File: config.mk
export PLATFORM = sky130hd
export DESIGN_NAME = add_round_key_stage_flat
export DESIGN_NICKNAME = d
export VERILOG_FILES = /design/src/rtl/add_round_key_stage_if.sv /design/src/rtl/add_round_key_stage.sv /design/src/flat_wrapper.sv
export SDC_FILE = /design/constraint.sdc
export NUM_CORES = 1
export LEC_CHECK = 0
export CAP_MARGIN = 20
export CORE_MARGIN = 2
export CORE_UTILIZATION = 45
export DETAILED_ROUTE_END_ITERATION = 6
export GPL_TIMING_DRIVEN = 0
export PLACE_DENSITY_LB_ADDON = 0.25
export SYNTH_ARGS = -nofsm -noshare
export SYNTH_HDL_FRONTEND = slang
export SYNTH_SLANG_ARGS = --single-unit
export TNS_END_PERCENT = 10
File: constraint.sdc
create_clock -name clk -period 2.3 [get_ports clk]
set_input_delay 0.345 -clock clk [delete_from_list [all_inputs] [get_ports clk]]
set_output_delay 0.345 -clock clk [all_outputs]
set_load 0.005 [all_outputs]
File: src/rtl/add_round_key_stage_if.sv
// Valid/ready stream bundle for the AddRoundKey stage: state rows in, keyed rows out.
// The slave modport is the stage's view; master is the producer/consumer side.
interface add_round_key_stage_if #(
    parameter int unsigned RW = 4
);
    logic          in_valid;
    logic          in_ready;
    logic          in_first;
    logic [31:0]   line0;
    logic [31:0]   line1;
    logic [31:0]   line2;
    logic [31:0]   line3;
    logic          out_valid;
    logic          out_ready;
    logic [31:0]   outline0;
    logic [31:0]   outline1;
    logic [31:0]   outline2;
    logic [31:0]   outline3;
    logic [RW-1:0] out_round;
    logic          out_last;

    modport slave (
        input  in_valid, in_first, line0, line1, line2, line3, out_ready,
        output in_ready, out_valid, outline0, outline1, outline2, outline3, out_round, out_last
    );

    modport master (
        output in_valid, in_first, line0, line1, line2, line3, out_ready,
        input  in_ready, out_valid, outline0, outline1, outline2, outline3, out_round, out_last
    );
endinterface

File: src/rtl/add_round_key_stage.sv
// Registered AddRoundKey stage: fetches the round key from a synchronous key store,
// XORs it into the four row lines and tracks the round index across a block.
module add_round_key_stage #(
    parameter int unsigned NR = 10,
    parameter int unsigned RW = 4
) (
    input  logic                 clk,
    input  logic                 rst_n,
    add_round_key_stage_if.slave bus,
    output logic [RW-1:0]        rk_addr,
    input  logic [127:0]         rk_data,
    output logic                 err_seq
);
    localparam logic [RW-1:0] NrL = RW'(NR);

    typedef enum logic [1:0] {StIdle, StAddr, StData, StOut} state_e;

    state_e              state_q, state_d;
    logic [3:0][31:0]    line_q, line_d;
    logic [3:0][31:0]    outline_q, outline_d;
    logic [RW-1:0]       rk_addr_q, rk_addr_d;
    logic [RW-1:0]       round_cnt_q, round_cnt_d;
    logic [RW-1:0]       out_round_q, out_round_d;
    logic                out_last_q, out_last_d;
    logic                err_q, err_d;
    logic [RW-1:0]       round;
    logic                seq_err;
    logic                accept;

    assign bus.in_ready = (state_q == StIdle) | ((state_q == StOut) & bus.out_ready);
    assign accept       = bus.in_valid & bus.in_ready;

    // A continuation beat with no block in progress restarts at round 0 and flags it.
    always_comb begin
        seq_err = 1'b0;
        if (bus.in_first) begin
            round = '0;
        end else if (round_cnt_q < NrL) begin
            round = round_cnt_q + RW'(1);
        end else begin
            round   = '0;
            seq_err = 1'b1;
        end
    end

    always_comb begin
        state_d     = state_q;
        line_d      = line_q;
        outline_d   = outline_q;
        rk_addr_d   = rk_addr_q;
        round_cnt_d = round_cnt_q;
        out_round_d = out_round_q;
        out_last_d  = out_last_q;
        err_d       = 1'b0;

        if (accept) begin
            line_d[0]   = bus.line0;
            line_d[1]   = bus.line1;
            line_d[2]   = bus.line2;
            line_d[3]   = bus.line3;
            rk_addr_d   = round;
            round_cnt_d = round;
            err_d       = seq_err;
        end

        unique case (state_q)
            StIdle: if (accept) state_d = StAddr;
            StAddr: state_d = StData;
            StData: begin
                // Key words are columns; row R of column c sits at byte R of word c.
                for (int r = 0; r < 4; r++) begin
                    for (int c = 0; c < 4; c++) begin
                        outline_d[r][31-8*c -: 8] = line_q[r][31-8*c -: 8]
                                                    ^ rk_data[127-32*c-8*r -: 8];
                    end
                end
                out_round_d = rk_addr_q;
                out_last_d  = (rk_addr_q == NrL);
                state_d     = StOut;
            end
            StOut: if (bus.out_ready) state_d = bus.in_valid ? StAddr : StIdle;
            default: state_d = StIdle;
        endcase
    end

    always_ff @(posedge clk or negedge rst_n) begin
        if (!rst_n) begin
            state_q     <= StIdle;
            line_q      <= '0;
            outline_q   <= '0;
            rk_addr_q   <= '0;
            round_cnt_q <= NrL;
            out_round_q <= '0;
            out_last_q  <= 1'b0;
            err_q       <= 1'b0;
        end else begin
            state_q     <= state_d;
            line_q      <= line_d;
            outline_q   <= outline_d;
            rk_addr_q   <= rk_addr_d;
            round_cnt_q <= round_cnt_d;
            out_round_q <= out_round_d;
            out_last_q  <= out_last_d;
            err_q       <= err_d;
        end
    end

    assign bus.out_valid = (state_q == StOut);
    assign bus.outline0  = outline_q[0];
    assign bus.outline1  = outline_q[1];
    assign bus.outline2  = outline_q[2];
    assign bus.outline3  = outline_q[3];
    assign bus.out_round = out_round_q;
    assign bus.out_last  = out_last_q;
    assign rk_addr       = rk_addr_q;
    assign err_seq       = err_q;
endmodule

File: src/flat_wrapper.sv
// flat-port wrapper written by rule: the top's interface ports become plain ports
module add_round_key_stage_flat 
#(
    parameter int unsigned NR = 10,
    parameter int unsigned RW = 4
)
  (clk, rst_n, rk_addr, rk_data, err_seq, bus_in_valid, bus_in_first, bus_line0, bus_line1, bus_line2, bus_line3, bus_out_ready, bus_in_ready, bus_out_valid, bus_outline0, bus_outline1, bus_outline2, bus_outline3, bus_out_round, bus_out_last);
  add_round_key_stage_if #(.RW(RW)) bus_i ();
  input  logic clk;
  input  logic rst_n;
  output logic [RW-1:0] rk_addr;
  input  logic [127:0] rk_data;
  output logic err_seq;
  input wire logic [$bits(bus_i.in_valid)-1:0] bus_in_valid;
  input wire logic [$bits(bus_i.in_first)-1:0] bus_in_first;
  input wire logic [$bits(bus_i.line0)-1:0] bus_line0;
  input wire logic [$bits(bus_i.line1)-1:0] bus_line1;
  input wire logic [$bits(bus_i.line2)-1:0] bus_line2;
  input wire logic [$bits(bus_i.line3)-1:0] bus_line3;
  input wire logic [$bits(bus_i.out_ready)-1:0] bus_out_ready;
  output wire logic [$bits(bus_i.in_ready)-1:0] bus_in_ready;
  output wire logic [$bits(bus_i.out_valid)-1:0] bus_out_valid;
  output wire logic [$bits(bus_i.outline0)-1:0] bus_outline0;
  output wire logic [$bits(bus_i.outline1)-1:0] bus_outline1;
  output wire logic [$bits(bus_i.outline2)-1:0] bus_outline2;
  output wire logic [$bits(bus_i.outline3)-1:0] bus_outline3;
  output wire logic [$bits(bus_i.out_round)-1:0] bus_out_round;
  output wire logic [$bits(bus_i.out_last)-1:0] bus_out_last;
  assign bus_i.in_valid = bus_in_valid;
  assign bus_i.in_first = bus_in_first;
  assign bus_i.line0 = bus_line0;
  assign bus_i.line1 = bus_line1;
  assign bus_i.line2 = bus_line2;
  assign bus_i.line3 = bus_line3;
  assign bus_i.out_ready = bus_out_ready;
  assign bus_in_ready = bus_i.in_ready;
  assign bus_out_valid = bus_i.out_valid;
  assign bus_outline0 = bus_i.outline0;
  assign bus_outline1 = bus_i.outline1;
  assign bus_outline2 = bus_i.outline2;
  assign bus_outline3 = bus_i.outline3;
  assign bus_out_round = bus_i.out_round;
  assign bus_out_last = bus_i.out_last;
  add_round_key_stage #(.NR(NR), .RW(RW)) u_core (.clk(clk), .rst_n(rst_n), .bus(bus_i), .rk_addr(rk_addr), .rk_data(rk_data), .err_seq(err_seq));
endmodule
==> impl_metrics.json <==
{
  "critPathRequiredTime_ns": 2.69,
  "grt_pass1_wl_um": 47200,
  "grt_overflow_total": 0,
  "slowest_stage": "clkbuf_1",
  "regToRegSetupSlack_ns": 0.16,
  "path_delay_family": "buffers and inverters",
  "area_delta_synth_final_pct": 48.1,
  "p_clk_share_pct": 20.5,
  "drc": 0,
  "antenna_found_initial": 0,
  "syn_avg_cell_area_um2": 13.2,
  "power.internal_mw": 16.3,
  "worst_pin_slew_ns": 0.748,
  "yosys.area_share.simple_pct": 4.76,
  "cp_cell_sequence": "inv_1 > ha_1 > buf_2 > clkbuf_2 > clkbuf_1 > a21oi_1",
  "finalWorstSetupSlack_ns": 0.158,
  "track_usage_pct": 22.7,
  "rsz0062_at_grt": "false",
  "wl_um": 30800,
  "ys_seq_area_share_pct": 59.1,
  "crit_buf_inv": 4,
  "synth_top_area_share_pct": 58.6,
  "rows": 58,
  "wl_per_cell_um": 18.6,
  "synth_cell_type_count": 29,
  "fillCellCount": 1870,
  "relSlewSlack_pct": 50.1,
  "p_comb_share_pct": 42.7,
  "ioPinCount": 401,
  "regArea_mm2": 0.00676,
  "core_area_mm2": 0.0250,
  "drive_above_1_share_pct": 15.9,
  "finalSetupViolCount": 0,
  "synth_xor_area_share_pct": 9.80,
  "p_sw_share_pct": 31.5,
  "layout.nets": 1567,
  "ant_nets": 0,
  "cts_made_buffers": 29,
  "vdd_ir_drop_max_v": 0.000633,
  "start_util_pct": 45.7,
  "vias": 8107,
  "finalWeightedCongestion": 0.783,
  "rr_endpoint": "u_core.bus.outline1[13]$_DFFE_PN0N_",
  "htreeDepth": 1,
  "avgViaCountPerCell": 4.90,
  "post_cts_buffers": 0,
  "slew_violations": 0,
  "dp_slack_ns": -0.167,
  "cts_sinks": 270,
  "grt_max_degree": 109,
  "die_h_um": 163,
  "cts.path.max_buffers": 3,
  "start_kind": "flip-flop",
  "ys_ff_latch": 270,
  "crit_fanout": 10,
  "synth_top_family_by_area": "multiplexers",
  "drt_first_pass_iters": 6,
  "max_cap_viol_count": 0,
  "reg2reg_from": "u_core.state_q[0]$_DFFE_PN0P_",
  "ys.warnings.count": 0,
  "crit_path_end_kind": "flip-flop",
  "cts_root_buf": "clkbuf_16",
  "switchingPower_mw": 7.48,
  "synth-compound-area-share_pct": 6.50,
  "sequentialPowerShare_pct": 36.8,
  "synthMuxAreaShare_pct": 16.8,
  "dp_hpwl_um": 22600,
  "hp-class": "in -> async",
  "holdWs_ns": 0.404,
  "die-area_mm2": 0.0267,
  "synth_fa_ha_area_share_pct": 0.547,
  "cts_tree": "built",
  "ff2ff_path_depth": 6,
  "clk_latency_ns": 0.54,
  "p_leak_nw": 7.07,
  "hold_viol": 0,
  "cpPeakStageDelay_ns": 0.49,
  "die_x_um": 163,
  "synth_area_mm2": 0.0114,
  "worstSetupPathType": "reg -> reg",
  "synth_top_cell_by_area": "dfrtp_1",
  "status": "completed",
  "critPathArrivalTime_ns": 2.53,
  "period_minus_slack_ns": 2.14,
  "syn_inst": 867,
  "io_buffers": 400,
  "synthTopCellsByArea": "dfrtp_1, mux2_4, xnor2_1, a21oi_1, nor2_1",
  "grt_pass1_vias": 8618,
  "multi_input_area_mm2": 0.00439,
  "drt_iter0_drc": 606,
  "fin_worst_skew_ns": 0.00991,
  "path_clk_slew_ns": 0.06,
  "timing.fmax_ghz": 0.467,
  "finalCritPeriodShare_pct": 93.2,
  "syn-num-nets": 1133,
  "power.density_mw_per_mm2": 1400
}
## what timing repair did
| item | in CTS | in global routing |
|---|---|---|
| resized for setup | 2 | 2 |
| hold endpoints to repair | 97 | 0 |
| hold buffers | 1 | 0 |
| cloned | 0 | 0 |
| endpoints found under the setup margin | 101 | 20 |
## worst max path at each step
| stage | start | end | slack [ns] | cells after the start |
|---|---|---|---|---|
| finish | u_core.state_q[0]$_DFFE_PN0P_ | u_core.bus.outline1[13]$_DFFE_PN0N_ | 0.16 | 6 |
| global route | u_core.state_q[0]$_DFFE_PN0P_ | u_core.bus.outline0[1]$_DFFE_PN0N_ | 0.02 | 6 |
| CTS | u_core.state_q[0]$_DFFE_PN0P_ | u_core.bus.outline2[2]$_DFFE_PN0N_ | 0.09 | 6 |
| detailed placement | u_core.state_q[0]$_DFFE_PN0P_ | u_core.bus.outline3[17]$_DFFE_PN0N_ | -0.17 | 6 |
| global placement | rst_n | u_core.line_q[47]$_DFFE_PN0P_ | -10.86 | 1 |
| floorplan | u_core.state_q[1]$_DFFE_PN0P_ | u_core.line_q[100]$_DFFE_PN0P_ | 0.58 | 6 |
## stage by stage
step / setup TNS [ns] / instance area [um^2] / std cells / total power, mW / utilization, %
after floorplan: 0 / 11400 / 867 / 14.4 / -
after global placement: -2927.75 / 15900 / 1597 / 18.7 / 63.3
after detailed placement: -10.97 / 15900 / 1599 / 19.0 / 63.6
after CTS: 0 / 16900 / 1653 / 24.0 / 67.6
after global routing: 0 / 16900 / 1653 / 25.3 / 67.7
final: 0 / 16900 / 1654 / 23.8 / 67.7
## kinds of logic after synthesis
family / after synthesis
adder cells (fa/ha/maj): 5
XOR/XNOR: 128
flip-flops: 270
buffers and inverters: 49
AND/OR/NAND/NOR: 139
AO/OA/AOI/OAI: 142
multiplexers: 134
## layout by cell type (no fill, tap or decap), types with 3 or more instances in the layout
| cell | n |
|---|---|
| nor2_1 | 130 |
| clkbuf_8 | 7 |
| mux2_2 | 24 |
| buf_2 | 3 |
| xnor2_1 | 128 |
| clkbuf_16 | 29 |
| inv_1 | 4 |
| clkinv_2 | 8 |
| mux2_4 | 109 |
| clkbuf_1 | 20 |
| o2bb2ai_1 | 5 |
| dfrtp_1 | 268 |
| buf_6 | 13 |
| bufinv_16 | 4 |
| buf_1 | 8 |
| clkdlybuf4s50_1 | 398 |
| ha_1 | 5 |
| a21oi_1 | 130 |
## registers in the layout, indices dropped and copies added (netlist names), 2 cells and up
| signal | count |
|---|---|
| u_core.line_q | 128 |
| u_core.state_q | 2 |
| u_core.rk_addr | 2 |
| u_core.round_cnt_q | 4 |
| u_core.bus.outline3 | 32 |
| u_core.bus.outline0 | 32 |
| u_core.bus.outline2 | 32 |
| u_core.bus.outline1 | 32 |
| u_core.bus.out_round | 4 |
## cell usage after synthesis
library cell    n
dfrtp_1       268
a21oi_1       130
nor2_1        130
xnor2_1       128
mux2_4        109
mux2_2         24
clkbuf_1       19
buf_6          13
buf_1           8
ha_1            5
o2bb2ai_1       5
inv_1           4
buf_2           3
buf_4           2
dfstp_2         2
nand2_1         2
nand2b_1        2
o21ai_0         2
a21o_1          1
a31o_2          1
a31oi_1         1
a41oi_1         1
and2_4          1
mux2i_1         1
nand4_1         1
nand4b_1        1
nor3_1          1
nor3b_1         1
o31ai_1         1
## layer usage
layer | track usage, % | part of all wire, %
met3 | 6.48 | 8.6
met5 | 0 | 0
met1 | 27.6 | 39
met2 | 38.2 | 49
met4 | 8.61 | 3.7
## power groups by stage
| stage | Combinational (mW) | Clock (mW) | Sequential [mW] |
|---|---|---|---|
| final | 10.2 | 4.87 | 8.73 |
| after global routing | 11.0 | 5.21 | 9.02 |
| after CTS | 10.3 | 4.98 | 8.74 |
| after detailed placement | 10.3 | 0 | 8.77 |
| after global placement | 9.97 | 0 | 8.71 |
| after floorplan | 5.77 | 0 | 8.62 |
## layout make-up
type / instances / share of cell area [%]
Inverter: 4 / 0.0886
Tap cell: 330 / 2.44
Clock buffer: 39 / 4.92
Antenna cell: 1 / 0.0148
Multi-Input combinational cell: 548 / 25.9
Timing Repair Buffer: 403 / 24.0
Clock inverter: 14 / 1.04
Buffer: 45 / 1.65
Sequential cell: 270 / 39.9
Power figures use the tool's default switching activity.
